**src/rtl/clk_freq_meter_pkg.sv**
```systemverilog
// Shared definitions for the clock frequency meter: FSM encoding and
// synchronizer limits.
package clk_freq_meter_pkg;

   typedef enum logic [1:0] {
      ST_IDLE = 2'd0,
      ST_ARM  = 2'd1,
      ST_MEAS = 2'd2,
      ST_DONE = 2'd3
   } meter_state_t;

   // Fewer than two flops leaves too much metastability exposure on clk_meas.
   localparam int unsigned MIN_SYNC_STAGES = 2;

   function automatic int unsigned clamp_sync_stages(input int unsigned stages);
      return (stages < MIN_SYNC_STAGES) ? MIN_SYNC_STAGES : stages;
   endfunction

endpackage

```
**src/rtl/clk_freq_meter_sync_edge_det.sv**
```systemverilog
// Multi-flop synchronizer for an asynchronous input plus a rising-edge
// detector on the synchronized level.
module sync_edge_det
   import clk_freq_meter_pkg::*;
#(
   parameter int unsigned SYNC_STAGES = 2
) (
   input  logic clk_i,
   input  logic reset_n,
   input  logic din,
   output logic meas_s,
   output logic rise
);

   localparam int unsigned STAGES = clamp_sync_stages(SYNC_STAGES);

   logic [STAGES-1:0] sync_q;
   logic              meas_d;

   always_ff @(posedge clk_i or negedge reset_n) begin
      if (!reset_n) begin
         sync_q <= '0;
         meas_d <= 1'b0;
      end else begin
         sync_q <= {sync_q[STAGES-2:0], din};
         meas_d <= sync_q[STAGES-1];
      end
   end

   assign meas_s = sync_q[STAGES-1];
   assign rise   = meas_s & ~meas_d;

endmodule

```
**src/rtl/clk_freq_meter.sv**
```systemverilog
// Measures period and high time of clk_meas in clk_i cycles, with a
// programmable timeout and counter-saturation abort.
//
//   state   | meaning
//   --------+---------------------------------------------------------
//   IDLE    | waiting for start; timeout counter held clear
//   ARM     | waiting for the first synchronized rising edge
//   MEAS    | counting period/high time until the next rising edge
//   DONE    | one-cycle completion; results and err already loaded
module clk_freq_meter
   import clk_freq_meter_pkg::*;
#(
   parameter int unsigned CNT_W       = 32,
   parameter int unsigned SYNC_STAGES = 2
) (
   input  logic             clk_i,
   input  logic             reset_n,
   input  logic             clk_meas,
   input  logic             start,
   input  logic [CNT_W-1:0] timeout,
   output logic             busy,
   output logic             done,
   output logic             err,
   output logic [CNT_W-1:0] period,
   output logic [CNT_W-1:0] high_time
);

   localparam logic [CNT_W-1:0] CNT_SAT  = '1;
   localparam logic [CNT_W-1:0] CNT_ONE  = {{(CNT_W-1){1'b0}}, 1'b1};
   localparam logic [CNT_W-1:0] CNT_ZERO = '0;

   meter_state_t state, next_state;

   logic             meas_s;
   logic             rise;
   logic [CNT_W-1:0] pcnt;
   logic [CNT_W-1:0] hcnt;
   logic [CNT_W-1:0] tcnt;
   logic [CNT_W-1:0] tcnt_now;
   logic [CNT_W-1:0] tcnt_next;
   logic             timeout_hit;
   logic             arm_abort;
   logic             meas_abort;

   sync_edge_det #(
      .SYNC_STAGES (SYNC_STAGES)
   ) u_sync (
      .clk_i   (clk_i),
      .reset_n (reset_n),
      .din     (clk_meas),
      .meas_s  (meas_s),
      .rise    (rise)
   );

   // tcnt holds the count of completed busy cycles, so the value seen in the
   // current cycle is tcnt + 1 (1 on the first ARM cycle). It sticks at
   // all-ones rather than wrapping so a long ARM phase cannot re-fire timeout.
   assign tcnt_now    = tcnt + CNT_ONE;
   assign tcnt_next   = (tcnt == CNT_SAT) ? tcnt : tcnt_now;
   assign timeout_hit = (timeout != CNT_ZERO) && (tcnt_now == timeout);

   // In ARM pcnt is not running yet, so a stuck clock with timeout disabled
   // is bounded by tcnt reaching all-ones instead.
   assign arm_abort  = timeout_hit || (tcnt_now == CNT_SAT);
   assign meas_abort = timeout_hit || (pcnt == CNT_SAT);

   always_ff @(posedge clk_i or negedge reset_n) begin
      if (!reset_n) begin
         state <= ST_IDLE;
      end else begin
         state <= next_state;
      end
   end

   always_comb begin
      next_state = state;
      case (state)
         ST_IDLE: if (start) next_state = ST_ARM;
         ST_ARM: begin
            if (arm_abort)  next_state = ST_DONE;
            else if (rise)  next_state = ST_MEAS;
         end
         ST_MEAS: begin
            if (rise || meas_abort) next_state = ST_DONE;
         end
         ST_DONE: next_state = ST_IDLE;
         default: next_state = ST_IDLE;
      endcase
   end

   always_comb begin
      busy = 1'b0;
      done = 1'b0;
      case (state)
         ST_ARM,
         ST_MEAS: busy = 1'b1;
         ST_DONE: done = 1'b1;
         default: ;
      endcase
   end

   always_ff @(posedge clk_i or negedge reset_n) begin
      if (!reset_n) begin
         tcnt      <= '0;
         pcnt      <= '0;
         hcnt      <= '0;
         err       <= 1'b0;
         period    <= '0;
         high_time <= '0;
      end else begin
         case (state)
            ST_IDLE: tcnt <= '0;
            ST_ARM: begin
               tcnt <= tcnt_next;
               if (arm_abort) begin
                  err       <= 1'b1;
                  period    <= '0;
                  high_time <= '0;
               end else if (rise) begin
                  pcnt <= CNT_ONE;
                  hcnt <= CNT_ONE;
               end
            end
            ST_MEAS: begin
               tcnt <= tcnt_next;
               // A completing edge beats a simultaneous timeout or saturation.
               if (rise) begin
                  err       <= 1'b0;
                  period    <= pcnt;
                  high_time <= hcnt;
               end else if (meas_abort) begin
                  err       <= 1'b1;
                  period    <= '0;
                  high_time <= '0;
               end else begin
                  pcnt <= pcnt + CNT_ONE;
                  hcnt <= hcnt + {{(CNT_W-1){1'b0}}, meas_s};
               end
            end
            default: ;
         endcase
      end
   end

endmodule

```
**config.mk**
```make
export PLATFORM = sky130hd
export DESIGN_NAME = clk_freq_meter
export DESIGN_NICKNAME = d
export VERILOG_FILES = /design/src/rtl/clk_freq_meter_pkg.sv /design/src/rtl/clk_freq_meter_sync_edge_det.sv /design/src/rtl/clk_freq_meter.sv
export SDC_FILE = /design/constraint.sdc
export NUM_CORES = 1
export LEC_CHECK = 0
export BUFFER_PORTS_ARGS = -buffer_cell sky130_fd_sc_hd__buf_2
export CAP_MARGIN = 20
export CORE_AREA = 2 2 160 162
export CTS_CLUSTER_DIAMETER = 60
export DETAILED_ROUTE_END_ITERATION = 10
export DIE_AREA = 0 0 162 164
export GPL_TIMING_DRIVEN = 0
export HOLD_SLACK_MARGIN = 0.05
export PLACE_DENSITY_LB_ADDON = 0.12
export SLEW_MARGIN = 10
export SYNTH_ARGS = -nofsm -noshare
export SYNTH_HDL_FRONTEND = slang
export SYNTH_SLANG_ARGS = --single-unit
```
**constraint.sdc**
```tcl
create_clock -name clk_i -period 4.3 [get_ports clk_i]
set_clock_uncertainty 0.05 [all_clocks]
set_input_delay 0 -clock clk_i [delete_from_list [all_inputs] [get_ports clk_i]]
set_output_delay 0 -clock clk_i [all_outputs]
set_load 0.005 [all_outputs]
```
; ---- Word-level counts from Yosys, hierarchy flattened
; Cells that the tools add are included.
[word_totals]
regBits = 166
inputBits = 36
output_inout_bits = 67
wordCells = 71
[op_classes]
addsub = 3
n_eq_ne = 17
mux = 27
n_bitwise = 2
reduce_logical = 13
[op_table]
columns = operator, count
row1 = $mux W32, 11
row2 = $pmux W32 S2, 5
row3 = $eq A32 B32 Y1 const B, 3
row4 = $add A32 B1 Y32 const B, 2
row5 = $add A32 B1 Y32, 1
row6 = $eq A32 B32 Y1, 1
row7 = $reduce_bool A32 Y1, 1
row8 = $ne A2 B2 Y1 const B, 8
row9 = $mux W2, 4
row10 = $pmux W2 S4, 1
row11 = $ne A3 B3 Y1 const B, 2
row12 = $reduce_and A3 Y1, 2
row13 = $mux W1, 5
row14 = $reduce_and A5 Y1, 1
row15 = $eq A2 B2 Y1 const B, 2
row16 = $reduce_bool A2 Y1, 2
row17 = $logic_or A1 B1 Y1, 3
row18 = $eq A2 B1 Y1 const B, 1
row19 = $logic_not A2 Y1, 1
row20 = $pmux W1 S2, 1
row21 = $reduce_and A2 Y1, 1
row22 = $reduce_or A2 Y1, 1
row23 = $and A1 B1 Y1, 1
row24 = $logic_and A1 B1 Y1, 1
row25 = $not A1 Y1, 1

; ---- Logic depth before layout (Yosys ltp)
[logic_depth]
ltp_word = 7
mapped_depth = 16
depth_no_buf = 12

; ---- Hierarchy
; A second synthesis with hierarchy kept.
[hier_totals]
cells_unflattened = 1307
hier_area_um2 = 11334.6
[by_module_without_submodules]
columns = mod, instances, cells_each, area_per_inst_um2, seq_area_each_um2
row1 = clk_freq_meter, 1, 1303, 11245.8, 4078.9
row2 = sync_edge_det, 1, 4, 88.8, 75.1

; ---- Least setup slack after synthesis
; OpenSTA, ideal clock, no wires.
[synth_timing]
path_type = reg-to-reg
start = register tcnt[1]
end = register hcnt[26]
setup_ns = 0.129
arrival_time_ns = 3.334
required_time_ns = 4.121
setup_slack_ns = 0.787
stages_incl_launch_ff = 14
path_buffers = 2
synth_period_minus_slack_ns = 3.513
path_cell_list = dfrtp_1 ha_1 nand3_1 nor4_2 and3_1 xnor2_1 o221ai_1 nor4b_1 a41oi_1 o2111ai_2 buf_4 buf_4 mux2i_1 o21ai_0
[synth_between]
elab_chain_len = 6
word_cells_on_any_way = 9
classes_between = 1 x add/sub / 4 x eq/ne / 4 x reduce/logical
[synth_rtl]
columns = item, line
row1 = start: declaration, clk_freq_meter.sv:38  ; logic [CNT_W-1:0] tcnt;
row2 = start signal: assignment, clk_freq_meter.sv:114  ; tcnt <= tcnt_next;
row3 = start signal: assignment, clk_freq_meter.sv:125  ; tcnt <= tcnt_next;
row4 = $add A32 B1 Y32 (*), clk_freq_meter.sv:58  ; assign tcnt_now = tcnt + CNT_ONE;
row5 = $eq A32 B32 Y1, clk_freq_meter.sv:60  ; assign timeout_hit = (timeout != CNT_ZERO) && (tcnt_now == timeout);
row6 = $logic_and A1 B1 Y1, clk_freq_meter.sv:60
row7 = $logic_or A1 B1 Y1 (on tied branches), "clk_freq_meter.sv:65, clk_freq_meter.sv:64"
row8 = $ne A2 B2 Y1 (no source line), -
row9 = $reduce_and A5 Y1 (no source line) (*), -
row10 = end signal: assignment, clk_freq_meter.sv:137  ; hcnt <= hcnt + {{(CNT_W-1){1'b0}}, meas_s};
row11 = end: declaration, clk_freq_meter.sv:37  ; logic [CNT_W-1:0] hcnt;
; Mark *: on every way between the ends. The rest lies on a longest branch, timed or not.
; A chain may end at the register's enable or synchronous reset.

; ---- Worst setup path in the final report
[layout_timing]
start = register tcnt[10]
end = register hcnt[26]
; The elaborated chain is that of the path after synthesis.

==> results by group <==
Route
  – Antenna Nets Post-Route: 0
  – Vias/cell: a little under 6
  – Met3 wire length: approximately 2.0 mm
  – Number of remaining DRC errors: 0
  – 1st-iter DRT viols: roughly 860
  – Avg WL per Cell: a little under 20 µm
  – Top layer used by detailed routing: met4
  – Met1 Wirelength: ~16 mm
  – Vias: between 9000 and 10000
  – WL final: approximately 32 mm
  – Met2 wire len: approximately 14 mm
  – Drt pass-1 iters: 5

Power
  – Internal: ~3.4 mW
  – Leakage: 4.91 nW
  – Max rail drop VDD: roughly 0.00033 V
  – Gate power share: between 40% and 50%
  – Register share of total power: roughly 35%
  – Psw: between 3 and 4 mW
  – Part of the power in the clock network: around a quarter
  – Switching Fraction: approximately 48%
  – PD cells: 565 mW/mm²

Yosys
  – Post-synth top cells: nand2_1 (274), dfrtp_1 (166), o21ai_0 (127)
  – Avg Cell Area, Syn: between 8 and 9 µm²
  – Yosys top cell by area: dfrtp_1
  – Top FF cell, synth: dfrtp_1
  – Synthesized cell area: approximately 0.01 mm²
  – Top post-synthesis cells by area: dfrtp_1 (42%), nand2_1 (10%), o21ai_0 (6.5%), nand3_1 (4.3%), or4_1 (2.5%)
  – Cell variety after synth: between 60 and 70
  – Post-synthesis sequential area ratio: a little over two fifths
  – Most common cell in the synthesized netlist: nand2_1
  – Post-synth ARST share: between 90% and 100%
  – Syn Inst Count: between 1000 and 1500
  – #FFs+latches synth: 166
  – Top-area cell type share of the netlist area: between 40% and 50%
  – Ys Warns: 0
  – Post-synth EDFFs: 0
  – Syn nets: 1236

Clocking
  – Clock transition at path regs: about 0.080 ns
  – H-tree levels: 4
  – CTS tree: built
  – Skew-Pair Late Insertion Delay: approximately 0.43 ns
  – Root buffer cell: clkbuf_16
  – Clock tree buffer depth: 2
  – Clk sinks: ~170
  – Cts bufs inserted: 17

Setup path
  – Kind of critical path: reg -> reg
  – Crit-path max FO: 10
  – Crit end category: register
  – Worst path required time: 4.56 ns
  – Startpoint types: register
  – CP Data Arrival Time: roughly 4.4 ns

Placement
  – I/O Buffers: 102
  – RD Place Congestion: just under 1
  – Post-DP HPWL: about 23 mm
  – DP Area: 0.0108 mm²
  – Pre-CTS setup slack: -0.469 ns

Status
  – Status: completed

STA
  – Slew Limit Fails: 0
  – Period Utilization, post-route: a little over nine tenths
  – Achievable Freq: 243 MHz
  – Final setup viols: 0
  – Post-route minimum period: about 4.1 ns
  – Final Hold Viols: 0
  – Actual slew at the worst max-slew pin: ~1 ns
  – Setup TNS Final: 0 ns
  – Max-slew headroom: about a third
  – Final worst slack: roughly 0.19 ns

Final layout
  – Fin util: a little under half
  – Filler cells: around 2500
  – Share of cells above drive strength 1: between 10% and 20%
  – Post-route cell area: approximately 0.012 mm²
  – Final net count: 1365
  – Multi-input logic area: around 0.0053 mm²
  – Area Overhead vs Synth: 17.3%
  – Register area: a little over 0.004 mm²
  – Diodes inserted: 0

Floorplanning
  – I/O Pins: roughly 100
  – Die Ht: 164 µm
  – Placeable Area: ~0.025 mm²
  – DIE AREA: around 0.027 mm²
  – Rows: between 50 and 60
  – Initial Utilization: roughly two fifths
  – Die X: ~160 µm

Run
  – Max-cap viol count: 0

Global routing
  – Total grt overflow: 0
  – Antenna violations before repair: 0
  – Vias in the first global route: between 9000 and 10000
  – First-pass GRT wire length: just over 50 mm
  – All-Layer GR Usage: 25.0%
  – Pin count of the biggest net entering global routing: ~100

Hold path
  – Class of the worst hold path: in -> async
per-layer routing:
layer  vias to the layer above  track usage [%]
met5                         -                0
met4                         0             6.80
met3                        43             3.79
met2                       354             38.5
met1                      4690             36.7
li1                       4564                -
logic make-up after synthesis:
family	Yosys count	share of synthesized area, %
mux	13	1.32
buf+inv	102	4.57
fa+ha+maj	9	1.15
xor+xnor	36	3.35
compound gates	248	15.7
simple gates	617	31.7
flops	166	42.3
power groups by stage:
stage	logic, mW	clock network (mW)	registers (mW)
finish	2.69	1.56	2.25
global route	2.97	1.65	2.31
CTS	2.70	1.59	2.24
detailed placement	2.65	0	2.27
global placement	2.65	0	2.26
floorplan	1.62	0	2.15
path summary, 6_finish.rpt:
kind | startpoint | to | slack (ns) | cells past startpoint
setup / recovery | tcnt[10] | hcnt[26] | 0.19 | 12
hold / removal | reset_n | period[10] | 0.06 | 2
setup reg to reg | tcnt[10] | hcnt[26] | 0.19 | 12
hold reg to reg | u_sync.sync_q[0] | u_sync.sync_q[1] | 0.30 | 0
max in group asynchronous | reset_n | tcnt[31] | 3.19 | 3
min in group clk_i | clk_meas | u_sync.sync_q[0] | 0.16 | 2
layout by cell type (no fill, tap or decap), drive strengths merged, types with 5 or more instances in the layout:
cell type and n:
nand2 274, dfrtp 166, buf 139, o21ai 132, nand3 85, clkbuf 66
nor2 62, or4 33, nand4 29, nor4 28, xnor2 27, inv 27
and3 24, o221ai 22, a21oi 19, nor3 18, a31oi 15, nand3b 15
o31ai 14, and4 13, mux2i 13, ha 9, xor2 8, and2 8
clkinv 7, nor3b 6, nor2b 5, o211ai 5, o41ai 5
worst max-delay path, cell delays in order (launching register included):
cell	delay (ns)
dfrtp_1	0.50
nand3_1	0.32
or3_4	0.46
or4_1	0.52
a31oi_1	0.28
o2111ai_1	0.24
nor4_2	0.35
a31oi_1	0.19
o2111ai_2	0.29
buf_4	0.24
buf_4	0.24
mux2i_1	0.20
o21ai_0	0.10
repair_timing:
action	CTS	global route
hold endpoints to repair	133	0
resized for setup	10	12
buffers inserted	2	7
hold buffers	3	0
setup endpoints to repair	92	128
pin swaps	2	4
cell type report:
| class | count | share of cell area (%) |
|---|---|---|
| multi-input combinational | 923 | 45.9 |
| sequential | 166 | 36.1 |
| timing repair buffer | 115 | 5.60 |
| clock buffer | 17 | 3.69 |
| tap | 330 | 3.58 |
| buffer | 76 | 3.14 |
| clock inverter | 15 | 1.29 |
| inverter | 21 | 0.684 |
sequential cells by signal (all words and copies together), names as in the netlist, 2 cells and up:
signal         flops
u_sync.sync_q      2
hcnt              32
state              2
pcnt              32
high_time         32
tcnt              32
period            32
stage by stage:
step                      cells  power [mW]  hold WS (ns)
after floorplan            1191        3.76        -0.346
after global placement     1623        4.91        0.0617
after detailed placement   1624        4.92       -0.0495
after CTS                  1660        6.53        0.0824
after global routing       1663        6.93         0.113
final                      1663        6.51        0.0592
No activity file was read; power rests on OpenSTA's default activity.
